--- src/rtl/seq_detector_param.sv ---
// Parametrised serial bit-pattern detector with a runtime-loadable pattern,
// selectable overlap, an input valid qualifier and a saturating match counter.
module seq_detector_param #(
   parameter int                 PAT_LEN = 5,
   parameter logic [PAT_LEN-1:0] PATTERN = 5'b11101,
   parameter int                 CNT_W   = 8
) (
   input  logic               clk,
   input  logic               rst,
   input  logic               in_valid,
   input  logic               in_seq,
   input  logic               overlap_en,
   input  logic               pattern_load,
   input  logic [PAT_LEN-1:0] pattern_in,
   input  logic               count_clear,
   output logic               seq_detected,
   output logic               armed,
   output logic [CNT_W-1:0]   match_count
);

   localparam logic [4:0] FILL_MAX = 5'(PAT_LEN - 1);

   logic [PAT_LEN-1:0] pat_q,  pat_d;
   logic [PAT_LEN-2:0] hist_q, hist_d;
   logic [4:0]         fill_q, fill_d;
   logic [CNT_W-1:0]   cnt_q,  cnt_d;
   logic [PAT_LEN-1:0] window;
   logic               match;

   // Candidate window: the stored history with the incoming bit as its newest bit.
   assign window = {hist_q, in_seq};
   assign match  = in_valid & ~pattern_load & ~rst & (fill_q == FILL_MAX) & (window == pat_q);

   always_comb begin
      // NOTE: every next-state signal gets a hold default first, so no path infers a latch.
      pat_d  = pat_q;
      hist_d = hist_q;
      fill_d = fill_q;
      cnt_d  = cnt_q;

      if (pattern_load) begin
         pat_d  = pattern_in;
         hist_d = '0;
         fill_d = '0;
      end else if (in_valid) begin
         hist_d = window[PAT_LEN-2:0];
         if (match && !overlap_en) begin
            fill_d = '0;
         end else if (fill_q != FILL_MAX) begin
            fill_d = fill_q + 5'd1;
         end
      end

      // Clear beats a simultaneous match; the counter sticks at all-ones.
      if (count_clear) begin
         cnt_d = '0;
      end else if (match && (cnt_q != {CNT_W{1'b1}})) begin
         cnt_d = cnt_q + {{(CNT_W-1){1'b0}}, 1'b1};
      end
   end

   always_ff @(posedge clk or posedge rst) begin
      if (rst) begin
         pat_q  <= PATTERN;
         hist_q <= '0;
         fill_q <= '0;
         cnt_q  <= '0;
      end else begin
         // NOTE: state registers use non-blocking assignment so all of them update together.
         pat_q  <= pat_d;
         hist_q <= hist_d;
         fill_q <= fill_d;
         cnt_q  <= cnt_d;
      end
   end

   assign seq_detected = match;
   assign armed        = (fill_q == FILL_MAX);
   assign match_count  = cnt_q;

endmodule

--- config.mk ---
export PLATFORM = sky130hd
export DESIGN_NAME = seq_detector_param
export DESIGN_NICKNAME = d
export VERILOG_FILES = /design/src/rtl/seq_detector_param.sv
export SDC_FILE = /design/constraint.sdc
export NUM_CORES = 1
export LEC_CHECK = 0
export BUFFER_PORTS_ARGS = -buffer_cell sky130_fd_sc_hd__buf_2
export CAP_MARGIN = 0
export CELL_PAD_IN_SITES_DETAIL_PLACEMENT = 1
export CELL_PAD_IN_SITES_GLOBAL_PLACEMENT = 1
export CORE_MARGIN = 2
export CORE_UTILIZATION = 42
export CTS_CLUSTER_SIZE = 28
export DETAILED_ROUTE_END_ITERATION = 16
export PLACE_DENSITY_LB_ADDON = 0.2
export SYNTH_ARGS = -nofsm -noshare
export SYNTH_HDL_FRONTEND = slang
export SYNTH_SLANG_ARGS = --single-unit
--- constraint.sdc ---
create_clock -name clk -period 2.6 [get_ports clk]
set_clock_uncertainty 0.1 [all_clocks]
set_input_delay 0.26 -clock clk [delete_from_list [all_inputs] [get_ports clk]]
set_output_delay 0.26 -clock clk [all_outputs]
set_load 0.01 [all_outputs]
# [Word-level counts from Yosys, hierarchy flattened]
# Cells that the tools add are included.
[op_classes] add_sub_neg=2 n_eq_ne=4 n_mux=8 n_bitwise=6 reduce_logical=7
[op_table] op="5-bit 2-to-1 mux" n=4
[op_table] op="8-bit 2-to-1 mux" n=2
[op_table] op="8-bit by 1-bit adder with 8-bit output, second input constant" n=1
[op_table] op="4-bit 2-to-1 mux" n=2
[op_table] op="8-bit inequality test, second input constant" n=1
[op_table] op="5-bit by 1-bit adder with 5-bit output, second input constant" n=1
[op_table] op="5-bit by 3-bit == test with 1-bit output, second input constant" n=1
[op_table] op="5-bit == test" n=1
[op_table] op="5-bit by 3-bit inequality test with 1-bit output, second input constant" n=1
[op_table] op="1-bit bitwise AND" n=4
[op_table] op="2-bit nonzero test" n=2
[op_table] op="3-bit nonzero test" n=1
[op_table] op="1-bit logical AND" n=2
[op_table] op="1-bit inverter" n=2
[op_table] op="2-bit AND reduction" n=1
[op_table] op="1-bit logical NOT" n=1
[word_totals] reg_bits=22 in_bits=12

# [Logic depth before layout (Yosys ltp)]
[depth] word_depth=9 ltp_mapped=7 ltp_nobuf=7

# [Worst setup path before layout]
# OpenSTA, ideal clock, no wires.
[synth_path] kind="reg2reg" from="reg fill_q[0]" to="reg cnt_q[0], in the netlist match_count[0]" t_arrival_ns=2.038 setup_slack_ns=0.334 path_stages_with_launch=8 path_buffers=1 period_less_slack_ns=2.266 cell_sequence="dfrtp_1 > inv_1 > ha_1 > nand4bb_4 > or4_1 > buf_2 > nor3_1 > mux2_1"
[synth_via] elab_chain_cells=5
[synth_rtl] element="from (decl)" line="25" text="logic [4:0] fill_q, fill_d;"
[synth_rtl] element="from (signal assigned)" line="72" text="fill_q <= fill_d;"
[synth_rtl] element="5-bit by 3-bit == test with 1-bit output" line="32" text="assign match = in_valid & ~pattern_load & ~rst & (fill_q == FILL_MAX) & (window == pat_q);"
[synth_rtl] element="1-bit bitwise AND (2 in series)" line="32"
[synth_rtl] element="1-bit logical AND" line="57" text="end else if (match && (cnt_q != {CNT_W{1'b1}})) begin"
[synth_rtl] element="2-bit nonzero test (no line)"
[synth_rtl] element="to (signal assigned)" line="73" text="cnt_q <= cnt_d;"
[synth_rtl] element="to (decl)" line="26" text="logic [CNT_W-1:0] cnt_q, cnt_d;"
# Every way passes these cells.
# A chain may end at the register's enable or synchronous reset.

# [Worst setup path in the final report]
[layout_path] from="reg fill_q[0]" to="out seq_detected"
[layout_via] elab_chain_cells=3
[layout_rtl] element="5-bit by 3-bit == test with 1-bit output" line="32"
[layout_rtl] element="1-bit bitwise AND (2 in series)" line="32"
[layout_rtl] element="to (decl)" line="16" text="output logic seq_detected,"
# Every way passes these cells.

==> qor.yml <==
num_vias: 985
crit_type: "flip-flop to output port"
p_sw_frac: 0.2322
setup-tns-final_ps: 0
max-vdd-ir-drop_mv: 0.3248
cp_max_fo: 7
drv_slew: 0
synth_xor_area_frac: 0.04200
synthDistinctLibCells: 37
antenna_found_initial: 0
cts_max_level: 1
cts_buffers: 3
cap_viol_max_count: 0
postSynthCellCount: 119
power_density_nw_per_um2: 495.2
synthFlopType: "dfrtp_1"
intPower_uw: 549.5
nets: 157
yosys.area_share.adder: 0.03000
synth_area_leaders: "dfrtp_1, dfstp_2, mux2_2, mux2i_1, nor2_1"
crit_required_ps: 2240
cts_buffer_depth: 2
path_clk_slew_ps: 130
pre_cts_ws_ps: 177.6
seqPwrFrac: 0.517
setup_viol: 0
firstDrtPassIters: 10
startpoint_type: "flip-flop"
status: "complete, but fails checks"
r2r_slack_ps: 230
synth_edf_count: 0
finalInstanceArea_sq_um: 1445
hp-class: "input pin to asynchronous set/reset pin"
synth-compound-area-share: 0.05700
track_usage: 0.1788
yosysMostFrequentCell: "dfrtp_1"
fp-row-count: 19
grt_pass1_wl_mm: 4.636
via_per_inst: 5.727
reg2reg_depth: 6
rsz0062_at_grt: "false"
async_flop_share: 1.000
crit_path_end_kind: "output port"
die_area_sq_um: 3432
synth_common_cells: "dfrtp_1, nor2_1, mux2_2"
yosys.area.top_type: "dfrtp_1"
p_leak_nw: 0.6594
synth.top_cell.area_share: 0.3600
grt_start_max_net_pins: 23
dpl.hpwl_mm: 2.108
yosys_warnings: 0
pwr-share-comb: 0.105
syn_area_per_cell_sq_um: 10.51
pwr-share-clk: 0.378
clock_latency_ps: 320
ys_seq_area_frac: 0.4440
io_buffer_count: 21
fin_ws_ps: 139.7
syn_area_sq_um: 1251
r2r-start: "fill_q[0]"
start_util: 0.4460
die_y_um: 58.58
arrival_ps: 2100
coreArea_sq_um: 2805
synth_top_family_by_area: "simple AND/OR/NAND/NOR gates"
max_freq_mhz: 406.5
totalWireLength_mm: 2.785
worst_pin_slew_ps: 872.0
cts-root-buf: "clkbuf_4"
reg2reg_to: "match_count[5]"
critPathLaunch: "fill_q[0]"
cts.sinks: 22
overflow: 0
place.gp.congestion: 0.7258
die_w_um: 58.58
fill_cells: 321
syn-num-nets: 134
max_slew_margin: 0.4180
synth-simple-area-share: 0.2620
yosys_register_bits: 22
diodes: 0
post-route-util: 0.5152
min_period_ps: 2460
power.switching_uw: 166.2
hold_viol: 0
drt-wirelength-per-cell_um: 16.19
ios: 22
ant_nets: 0
grt_pass1_vias: 993
place_area_sq_um: 1389
violations: "design-rule violations"
synthMuxAreaShare: 0.1300
total_power_uw: 715.6
remaining_drc_errors: 1
cts_tree: "built"
drive_gt1_frac: 0.3333
post-route-period-util: 0.9463
area_growth_pct: 15.50
drtIter0Drc: 23
worst max-delay path, cell delays in order (launching register included):
cell       delay, ps
dfrtp_1          450
inv_1             90
ha_1             190
nand4bb_4        140
or4_4            590
nor2_1           150
buf_2            160
repair_timing:
| action | in CTS | in global routing |
|---|---|---|
| hold buffers | 0 | 0 |
| endpoints found under the setup margin | 0 | 1 |
| gates resized for setup | 0 | 1 |
| setup buffers | 0 | 0 |
layout make-up:
type,count,area [sq um],area share
Multi-Input combinational cell,86,655.6,0.4537
Timing Repair Buffer,23,120.1,0.08312
Clock inverter,1,30.03,0.02078
Sequential cell,22,555.5,0.3844
Clock buffer,3,22.52,0.01558
Inverter,6,22.52,0.01558
Tap cell,31,38.79,0.02684
power groups by stage:
| stage | registers [mW] | logic (mW) | clock network (mW) |
|---|---|---|---|
| after floorplan | 0.374 | 0.0524 | 0 |
| after global routing | 0.373 | 0.0844 | 0.293 |
| after global placement | 0.375 | 0.0730 | 0 |
| after CTS | 0.371 | 0.0763 | 0.276 |
| after detailed placement | 0.377 | 0.0761 | 0 |
| final | 0.370 | 0.0754 | 0.270 |
worst max-delay path by stage:
stage / end / slack [ps] / cells after the start
after floorplan: match_count[0] / 330 / 7
after global placement: match_count[0] / 230 / 6
after detailed placement: match_count[3] / 180 / 6
after CTS: seq_detected / 40 / 6
after global routing: seq_detected / 40 / 6
final: seq_detected / 140 / 6
layout by cell type (no fill, tap or decap), types with 3 or more instances in the layout:
| cell type | synthesis | layout |
|---|---|---|
| ha_1 | 3 | 3 |
| a21oi_1 | 4 | 4 |
| nor2b_1 | 4 | 4 |
| mux2i_1 | 5 | 5 |
| xor2_1 | 4 | 4 |
| nand3_1 | 7 | 7 |
| nor3_1 | 5 | 5 |
| mux2_2 | 9 | 9 |
| dfrtp_1 | 18 | 18 |
| dfstp_2 | 4 | 4 |
| clkbuf_4 | 0 | 3 |
| nor2_1 | 13 | 13 |
| inv_1 | 6 | 6 |
| nor4_1 | 4 | 4 |
| nand2b_1 | 3 | 3 |
| buf_2 | 2 | 21 |
metrics by stage:
step | std cells | hold WS (ps)
floorplan | 119 | 146.3
global placement | 168 | 387.8
detailed placement | 168 | 398.0
CTS | 172 | 55.42
global route | 172 | 43.07
finish | 172 | 23.34
per-layer routing:
| metal | global-route usage | wire length, um | vias up |
|---|---|---|---|
| li1 | - | - | 473 |
| met4 | 0.05844 | 29 | 0 |
| met3 | 0.04176 | 97 | 4 |
| met1 | 0.2123 | 1227 | 489 |
| met2 | 0.3178 | 1430 | 19 |
| met5 | 0 | 0 | - |
registers in the layout, indices dropped and copies added, names as in the netlist:
signal       count
fill_q           5
hist_q           4
match_count      8
pat_q            5
kinds of logic after synthesis:
logic type	Yosys count
AOI/OAI and AO/OA	10
xor gates and xnor gates	6
adders and majority gates	3
buffers and inverters	11
DFF	22
muxes	15
and+or+nand+nor	52
(Power assumes the default switching activity.)
